File: src/rtl/arb_pkg.sv
// -----------------------------------------------------------------------------
// arb_pkg
// Shared types and constants for the round-robin burst arbiter.
//   state_t      : arbiter state (IDLE = no owner, GRANT = owner register valid)
//   clog2_min1   : index width helper that never returns zero bits
//   ARB_N        : default requester count
//   ARB_MAX_HOLD : default grant cap under contention
// -----------------------------------------------------------------------------
package arb_pkg;

  typedef enum logic {
    IDLE  = 1'b0,
    GRANT = 1'b1
  } state_t;

  localparam int ARB_N        = 4;
  localparam int ARB_MAX_HOLD = 8;

  function automatic int clog2_min1(input int v);
    return (v <= 2) ? 1 : $clog2(v);
  endfunction

endpackage

File: src/rtl/rr_pick.sv
// -----------------------------------------------------------------------------
// rr_pick
// Combinational rotate-priority encoder. Scans req starting at index `start`,
// wrapping modulo N, skipping any bit set in `excl`, and reports the first
// set request found.
// Ports:
//   req   [N-1:0]  : request vector
//   start [IW-1:0] : first index examined
//   excl  [N-1:0]  : mask of requesters that may not be picked
//   found          : a candidate exists
//   idx   [IW-1:0] : index of the chosen requester (0 when none found)
// -----------------------------------------------------------------------------
module rr_pick #(
  parameter int N  = 4,
  parameter int IW = 2
) (
  input  logic [N-1:0]  req,
  input  logic [IW-1:0] start,
  input  logic [N-1:0]  excl,
  output logic          found,
  output logic [IW-1:0] idx
);

  logic [N-1:0] masked;

  assign masked = req & ~excl;

  // Scan from the far end back toward `start` so the candidate nearest
  // `start` is written last and wins; avoids a loop break.
  always_comb begin
    logic [IW-1:0] cand;
    found = 1'b0;
    idx   = '0;
    cand  = '0;
    for (int i = N - 1; i >= 0; i--) begin
      cand = IW'((int'(start) + i) % N);
      if (masked[cand]) begin
        found = 1'b1;
        idx   = cand;
      end
    end
  end

endmodule

File: src/rtl/rr_burst_arbiter.sv
// -----------------------------------------------------------------------------
// rr_burst_arbiter
// Round-robin arbiter for N requesters with registered one-hot grants, no dead
// cycle on handover, and a cap of MAX_HOLD consecutive grant cycles whenever
// another requester is waiting. A lone requester is never preempted.
// Ports:
//   clk       : clock, rising edge
//   rst       : synchronous active-high reset
//   req       [N-1:0]         : level requests
//   gnt       [N-1:0]         : registered one-hot grant, zero when idle
//   gnt_valid                 : registered OR of gnt
//   gnt_id    [$clog2(N)-1:0] : index of current owner, held while idle
// -----------------------------------------------------------------------------
module rr_burst_arbiter
  import arb_pkg::*;
#(
  parameter int N        = ARB_N,
  parameter int MAX_HOLD = ARB_MAX_HOLD
) (
  input  logic                 clk,
  input  logic                 rst,
  input  logic [N-1:0]         req,
  output logic [N-1:0]         gnt,
  output logic                 gnt_valid,
  output logic [$clog2(N)-1:0] gnt_id
);

  localparam int IW = clog2_min1(N);
  localparam int HW = $clog2(MAX_HOLD + 1);
  localparam logic [HW-1:0] HOLD_MAX = HW'(MAX_HOLD);
  localparam logic [IW-1:0] IDX_LAST = IW'(N - 1);

  state_t        state_q, state_d;
  logic [IW-1:0] own_q, own_d;
  logic [IW-1:0] last_q, last_d;
  logic [HW-1:0] hold_q, hold_d;
  logic [N-1:0]  gnt_d;
  logic          gnt_valid_d;

  logic          idle_found, hand_found;
  logic [IW-1:0] idle_idx, hand_idx;
  logic [IW-1:0] idle_start, hand_start;
  logic [N-1:0]  own_mask;

  function automatic logic [IW-1:0] next_idx(input logic [IW-1:0] i);
    return (i == IDX_LAST) ? '0 : i + 1'b1;
  endfunction

  function automatic logic [N-1:0] onehot(input logic [IW-1:0] i);
    logic [N-1:0] v;
    v    = '0;
    v[i] = 1'b1;
    return v;
  endfunction

  assign idle_start = next_idx(last_q);
  assign hand_start = next_idx(own_q);
  assign own_mask   = onehot(own_q);

  // Idle pick: fresh arbitration starting just after the last owner.
  rr_pick #(.N(N), .IW(IW)) u_pick_idle (
    .req   (req),
    .start (idle_start),
    .excl  ('0),
    .found (idle_found),
    .idx   (idle_idx)
  );

  // Handover pick: next waiting requester after the owner, owner excluded.
  rr_pick #(.N(N), .IW(IW)) u_pick_hand (
    .req   (req),
    .start (hand_start),
    .excl  (own_mask),
    .found (hand_found),
    .idx   (hand_idx)
  );

  // ---- state register ------------------------------------------------------
  always_ff @(posedge clk) begin
    if (rst) begin
      state_q   <= IDLE;
      own_q     <= '0;
      last_q    <= IDX_LAST;
      hold_q    <= '0;
      gnt       <= '0;
      gnt_valid <= 1'b0;
    end else begin
      state_q   <= state_d;
      own_q     <= own_d;
      last_q    <= last_d;
      hold_q    <= hold_d;
      gnt       <= gnt_d;
      gnt_valid <= gnt_valid_d;
    end
  end

  // own_q doubles as the owner index output; it is left untouched in IDLE.
  assign gnt_id = own_q;

  // ---- next-state logic ----------------------------------------------------
  always_comb begin
    state_d = state_q;
    own_d   = own_q;
    last_d  = last_q;
    hold_d  = hold_q;
    unique case (state_q)
      IDLE: begin
        if (idle_found) begin
          state_d = GRANT;
          own_d   = idle_idx;
          last_d  = idle_idx;
          hold_d  = HW'(1);
        end
      end
      GRANT: begin
        // Release takes priority over expiry so a dropping owner never
        // gets re-granted.
        if (!req[own_q]) begin
          if (hand_found) begin
            own_d  = hand_idx;
            last_d = hand_idx;
            hold_d = HW'(1);
          end else begin
            state_d = IDLE;
            hold_d  = '0;
          end
        end else if (hold_q == HOLD_MAX && hand_found) begin
          own_d  = hand_idx;
          last_d = hand_idx;
          hold_d = HW'(1);
        end else if (hold_q != HOLD_MAX) begin
          hold_d = hold_q + 1'b1;
        end
      end
      default: state_d = IDLE;
    endcase
  end

  // ---- output logic (registered next cycle) --------------------------------
  always_comb begin
    gnt_d       = '0;
    gnt_valid_d = 1'b0;
    if (state_d == GRANT) begin
      gnt_d       = onehot(own_d);
      gnt_valid_d = 1'b1;
    end
  end

endmodule
File: config.mk
export PLATFORM = sky130hd
export DESIGN_NAME = rr_burst_arbiter
export DESIGN_NICKNAME = d
export VERILOG_FILES = /design/src/rtl/arb_pkg.sv /design/src/rtl/rr_pick.sv /design/src/rtl/rr_burst_arbiter.sv
export SDC_FILE = /design/constraint.sdc
export NUM_CORES = 1
export LEC_CHECK = 0
export CAP_MARGIN = 20
export CORE_UTILIZATION = 49
export CTS_CLUSTER_SIZE = 8
export DETAILED_ROUTE_END_ITERATION = 12
export GPL_TIMING_DRIVEN = 0
export HOLD_SLACK_MARGIN = 0.05
export PLACE_DENSITY = 0.75
export SETUP_SLACK_MARGIN = 0.5
export SYNTH_ARGS = -nofsm -noshare
export SYNTH_HDL_FRONTEND = slang
export SYNTH_HIERARCHICAL = 1
export SYNTH_SLANG_ARGS = --single-unit
File: constraint.sdc
create_clock -name clk -period 2.2 [get_ports clk]
set_input_delay 0.33 -clock clk [delete_from_list [all_inputs] [get_ports clk]]
set_output_delay 0.33 -clock clk [all_outputs]
set_load 0.02 [all_outputs]
==> results of run 1 <==
## synthesized netlist by cell type, types with 2 or more instances
library cell,number
o31a_2,2
o21ai_0,4
o22ai_1,2
a21oi_1,7
clkbuf_1,3
nor4_1,4
nor3b_1,6
inv_1,8
and3b_1,2
nand3_1,3
nor2_1,7
nand2b_4,2
or3b_1,2
nand3b_1,2
dfxtp_1,13
nand2_1,5
o2111ai_1,2
o21a_1,4
mux2i_1,2
ha_1,7
nand2b_1,8
a2bb2oi_1,2
or3_1,2
## state kept, by name, indices dropped and copies added, names as in the netlist
| register | cells |
|---|---|
| gnt | 4 |
| hold_q | 4 |
| gnt_id | 2 |
| last_q | 2 |
| gnt_valid | 1 |
## per-layer routing
metal	wire length (um)	up-vias
met4	125	0
met5	0	-
li1	-	538
met1	1400	527
met3	183	15
met2	1730	62
## path summary, 6_finish.rpt
| path | depth (start not counted) | to | slack (ns) | from |
|---|---|---|---|---|
| hold reg to reg | 2 | hold_q[1]$_SDFFE_PP0P_ | 0.53 | hold_q[1]$_SDFFE_PP0P_ |
| setup reg to reg | 8 | gnt[0]$_SDFF_PP0_ | 0.09 | last_q[1]$_SDFFE_PP1P_ |
| setup / recovery | 8 | gnt[0]$_SDFF_PP0_ | 0.09 | last_q[1]$_SDFFE_PP1P_ |
| hold / removal | 2 | hold_q[1]$_SDFFE_PP0P_ | 0.53 | hold_q[1]$_SDFFE_PP0P_ |
## power groups by stage
stage | logic (uW) | registers, uW | clock network [uW]
finish | 645 | 295 | 146
global route | 679 | 299 | 163
CTS | 516 | 291 | 154
detailed placement | 423 | 306 | 0
global placement | 410 | 305 | 0
floorplan | 295 | 322 | 0
## what timing repair did
item,in CTS,in global routing
resized for setup,19,14
setup buffers,13,13
pin swaps,10,17
endpoints found under the setup margin,13,13
## worst reg2reg max path, cell delays in order (launching register included)
cell and delay (ns):
dfxtp_2 0.35, ha_4 0.26, and3b_1 0.18, or3b_1 0.38, a2bb2oi_2 0.15, nand2_1 0.09
o211ai_1 0.28, o21ai_4 0.12, and4bb_1 0.21
## layout make-up
type / instances / share of cell area
multi-input combinational: 103 / 0.580
timing repair buffer: 38 / 0.197
sequential: 13 / 0.159
inverter: 8 / 0.0204
tap: 27 / 0.0197
clock buffer: 4 / 0.0153
buffer: 3 / 0.00946
## stage by stage
stage	TNS, ns	worst slack [ns]	power, uW	instance area [um^2]
after floorplan	0	0.222	617	1200
after global placement	-1.94	-0.364	715	1360
after detailed placement	-2.59	-0.407	729	1360
after CTS	0	0.175	961	1540
after global routing	0	0.0549	1140	1720
final	0	0.0875	1090	1720
## logic make-up after synthesis
logic type,after synthesis,synth area share
AOI/OAI and AO/OA,30,0.198
xor gates and xnor gates,1,0.00833
adders and majority gates,7,0.0833
buffers and inverters,11,0.0393
DFF,13,0.248
muxes,4,0.0512
other,1,0.00357
and+or+nand+nor,54,0.369
==> flow_summary.ini, run 1 <==
[timing]
fin_crit_ns = 2.11
slew_violations = 0
hold_viol_final = 0
finalCritPeriodShare = 0.960
rsz0062_at_grt = true
whs_ns = 0.530
setup_violations = 0
fmax_ghz = 0.473
fin_worst_skew_ns = 0.00285

[floorplan]
die_area_mm2 = 0.00233
fp.dieW_um = 48.3
rows = 16
coreArea_mm2 = 0.00198
die_h_um = 48.3
io_pins = 13
start_util = 0.530

[critical_path]
max_stage_delay_ns = 0.38
cp_max_fo = 5
critical_path_required_ns = 2.37
endpoint_kind = flip-flop
crit_slowest_cell = or3b_1
startpoint_type = flip-flop
worstPathArrival_ns = 2.29
path_delay_family = simple AND/OR/NAND/NOR gates
setup.worst_path.class = reg -> reg
cp_num_buf_inv = 0
path_cells = ha_4, and3b_1, or3b_1, a2bb2oi_2, nand2_1, o211ai_1, o21ai_4, and4bb_1

[power_and_ir_drop]
internal-power_uw = 676
swShare = 0.378
netSwitchingPower_uw = 410
p_leak_uw = 0.000679
power_density_mw_per_mm2 = 632
combPwrFrac = 0.594
ir_worst_vdd_v = 0.000628
p_clk_frac = 0.135
seqPwrFrac = 0.272

[finish]
layout_common_cells = buf_4 (21), dfxtp_1 (9), clkdlybuf4s50_1 (8)
area_growth_pct = 63.6
multi_input_area_um2 = 997
num_antenna_cells = 0
drive_gt1_frac = 0.450
n_fill_cell = 114
layout_commonest_cell = buf_4
layout.nets = 183
seqCellArea_um2 = 273
utilization = 0.867
fin_cells = 196

[detailed_routing]
ant_nets = 0
drt-pass1-iter-count = 4
num_vias = 1142
routedWlPerCell_um = 17.5
drt_iter0_drc = 49
wirelength_mm = 3.44
via_per_inst = 5.83
drc = 0

[global_route]
antenna_found_initial = 0
grt_pass1_wl_mm = 4.48
grt_use_total = 0.244
grt_max_degree = 11
grt_overflow = 0
grtUsageMet2 = 0.441
grt_busiest_layer = met2
grt_pass1_vias = 1038
use_met1 = 0.294
use_met3 = 0.0314

[clock_network]
cts_sinks = 13
cts_max_level = 1
clk_path_buf_depth = 2
cts_root_buf = clkbuf_4
clk_latency_ns = 0.28
hold_buffers = 0
clk_pin_slew_ns = 0.08
cts_buffers = 3
cts_tree = built

[synth]
async_flop_share = 0
ys_warn_count = 6
synthCells = 121
syn-cell-area_mm2 = 0.00105
synth_largest_area_cell = dfxtp_1
ys_seq_area_frac = 0.248
yosys.area.top_type_share = 0.248
ys.flop_type = dfxtp_1
synth_edf_count = 0
synth.distinct_cells = 45
avgSynthCellArea_um2 = 8.69
synth_seq_cells = 13
synthTopCellsByArea = dfxtp_1 (25%), ha_1 (8.3%), nand2b_1 (4.8%)

[min_path]
hold_class = reg -> reg

[flow_run]
max_cap_violations = 0

[place]
port_buffers = 12
place_inst = 166
place_congestion = 0.744
hpwl_mm = 1.87

[outcome]
outcome = completed
Power figures use the tool's default switching activity.
==> inputs of run 2 (changes only) <==
--- a/config.mk
+++ b/config.mk
@@ -10,7 +10,7 @@
 export CTS_CLUSTER_SIZE = 8
 export DETAILED_ROUTE_END_ITERATION = 12
 export GPL_TIMING_DRIVEN = 0
-export HOLD_SLACK_MARGIN = 0.05
+export HOLD_SLACK_MARGIN = 0.08
 export PLACE_DENSITY = 0.75
 export SETUP_SLACK_MARGIN = 0.5
 export SYNTH_ARGS = -nofsm -noshare
==> results of run 2 <==
The final DEF is identical to that of run 1; final timing and power are the same.
==> inputs of run 3 (changes only) <==
--- a/config.mk
+++ b/config.mk
@@ -6,10 +6,11 @@
 export NUM_CORES = 1
 export LEC_CHECK = 0
 export CAP_MARGIN = 20
+export CORE_ASPECT_RATIO = 1.1
 export CORE_UTILIZATION = 49
 export CTS_CLUSTER_SIZE = 8
 export DETAILED_ROUTE_END_ITERATION = 12
-export GPL_TIMING_DRIVEN = 0
+export GPL_TIMING_DRIVEN = 1
 export HOLD_SLACK_MARGIN = 0.08
 export PLACE_DENSITY = 0.75
 export SETUP_SLACK_MARGIN = 0.5
==> run 3 against run 2 <==
  * Combinational power rose by 4.7%
  * Global-route usage up 1.4 points
  * Via count rose by 3.0%
  * Sequential power rose by 2%
  * Critical path type unchanged
  * Highest routed layer unchanged
  * Fmax is 1.4% lower
  * Final cell count up 2.6%
==> flow_summary.ini, run 3 (same netlist as run 1, synthesis figures left out) <==
[outcome]
outcome = completed

[global_route]
grt_pass1_wl_mm = 4.49
grt_overflow = 0
grt_max_degree = 11
use_met1 = 0.294
grt_use_total = 0.258
grt_pass1_vias = 1066
antenna_found_initial = 0
use_met3 = 0.0216
grt_busiest_layer = met2
grtUsageMet2 = 0.444

[detailed_routing]
drc = 0
via_per_inst = 5.85
drt-pass1-iter-count = 4
drt_iter0_drc = 24
wirelength_mm = 3.80
ant_nets = 0
num_vias = 1176
routedWlPerCell_um = 18.9

[critical_path]
timing.rr.start = gnt_id[0]$_SDFF_PP0_
critical_path_required_ns = 2.38
cp-startpoint = gnt_id[0]$_SDFF_PP0_
reg2reg_slack_ns = 0.06
endpoint = gnt[0]$_SDFF_PP0_
r2r_end = gnt[0]$_SDFF_PP0_
startpoint_type = flip-flop
worstPathArrival_ns = 2.33
setup.worst_path.class = reg -> reg
endpoint_kind = flip-flop
r2r_cells = 9
cp_max_fo = 5

[min_path]
hold_start = hold_q[3]$_SDFFE_PP0P_
hold_class = reg -> reg

[finish]
layout_commonest_cell = buf_4
layout_common_cells = buf_4 (25), dfxtp_1 (9), buf_6 (7), conb_1 (7), nand2b_4 (6)
layout.nets = 187
drive_gt1_frac = 0.526
num_antenna_cells = 0
finalInstanceArea_mm2 = 0.00183
utilization = 0.907
top_regs = gnt x4, hold_q x4
fin_cells = 201
area_growth_pct = 74.4
n_fill_cell = 76

[floorplan]
rows = 17
fp.dieW_um = 46.2
coreArea_mm2 = 0.00202
start_util = 0.520
io_pins = 13
die_h_um = 50.6
die_area_mm2 = 0.00233

[power_and_ir_drop]
internal-power_uw = 695
p_leak_uw = 0.000786
swShare = 0.382
p_clk_frac = 0.134
ir_worst_vdd_v = 0.000761
combPwrFrac = 0.600
netSwitchingPower_uw = 431
p_total_uw = 1130
seqPwrFrac = 0.266
power_density_mw_per_mm2 = 614

[timing]
fin_worst_skew_ns = 0.00283
setup_violations = 0
rsz0062_at_grt = true
hold_viol_final = 0
slew_violations = 0
fin_crit_ns = 2.14
fmax_ghz = 0.467
finalCritPeriodShare = 0.974

[clock_network]
clk_pin_slew_ns = 0.08
cts_max_level = 1
cts_root_buf = clkbuf_4
cts_sinks = 13
cts_tree = built
clk_latency_ns = 0.29
clk_path_buf_depth = 2
cts_buffers = 3

[flow_run]
max_cap_violations = 0

[place]
place_inst = 179
hpwl_mm = 1.94
port_buffers = 12
placed_area_mm2 = 0.00146
place_congestion = 0.744
==> run 3: cell types whose count changed in the layout (fill, tap and decap cells not counted), sizes merged <==
cell and delta:
buf +7, dlymetal6s2s +5, clkbuf -3, clkdlybuf4s50 -3, dlygate4sd2 -2
==> run 3: power groups by stage <==
stage | clock (uW) | combinational (uW) | sequential (uW)
finish | 151 | 675 | 300
global route | 162 | 706 | 304
CTS | 154 | 527 | 294
detailed placement | 0 | 457 | 311
global placement | 0 | 444 | 310
floorplan | 0 | 295 | 322
==> run 3: through the flow <==
stage	TNS [ns]	worst slack [ns]	hold slack, ns
finish	0	0.0580	0.539
global route	-0.0555	-0.0380	0.579
CTS	0	0.128	0.522
detailed placement	-0.544	-0.161	0.506
global placement	-0.350	-0.113	0.489
floorplan	0	0.222	0.393
==> run 3: repair_timing <==
item                                    CTS  global route
resized for setup                        14            37
endpoints found under the setup margin   14            15
pin swaps                                 9            15
setup buffers                             8            10
hold buffers                              0             0
==> run 3: worst max-delay path, cell delays in order (launching register included) <==
cell and delay (ns):
dfxtp_4 0.40, inv_4 0.06, ha_4 0.23, and3b_1 0.19
o21a_1 0.22, nor4_4 0.29, nand3_1 0.16, a21oi_2 0.21
nor3_4 0.08, and4bb_1 0.20
==> run 3: layout make-up <==
cell class | count | area, um^2 | area share
inverter | 8 | 35.0 | 0.0191
multi-input combinational | 103 | 1050 | 0.574
tap | 28 | 35.0 | 0.0191
sequential | 13 | 273 | 0.149
timing repair buffer | 45 | 412 | 0.225
clock buffer | 4 | 26.3 | 0.0143
==> run 3: how the worst min path moves through the flow <==
| stage | to | depth (start not counted) | slack [ns] |
|---|---|---|---|
| floorplan | gnt_id[0]$_SDFF_PP0_ | 1 | 0.39 |
| global placement | hold_q[3]$_SDFFE_PP0P_ | 2 | 0.49 |
| detailed placement | hold_q[3]$_SDFFE_PP0P_ | 2 | 0.51 |
| CTS | hold_q[3]$_SDFFE_PP0P_ | 2 | 0.52 |
| global route | hold_q[3]$_SDFFE_PP0P_ | 2 | 0.58 |
| finish | hold_q[3]$_SDFFE_PP0P_ | 2 | 0.54 |
==> run 3: layer usage <==
metal,wire (um),up-vias
met5,0,-
li1,-,544
met4,170,0
met1,1450,556
met2,1970,60
met3,203,16
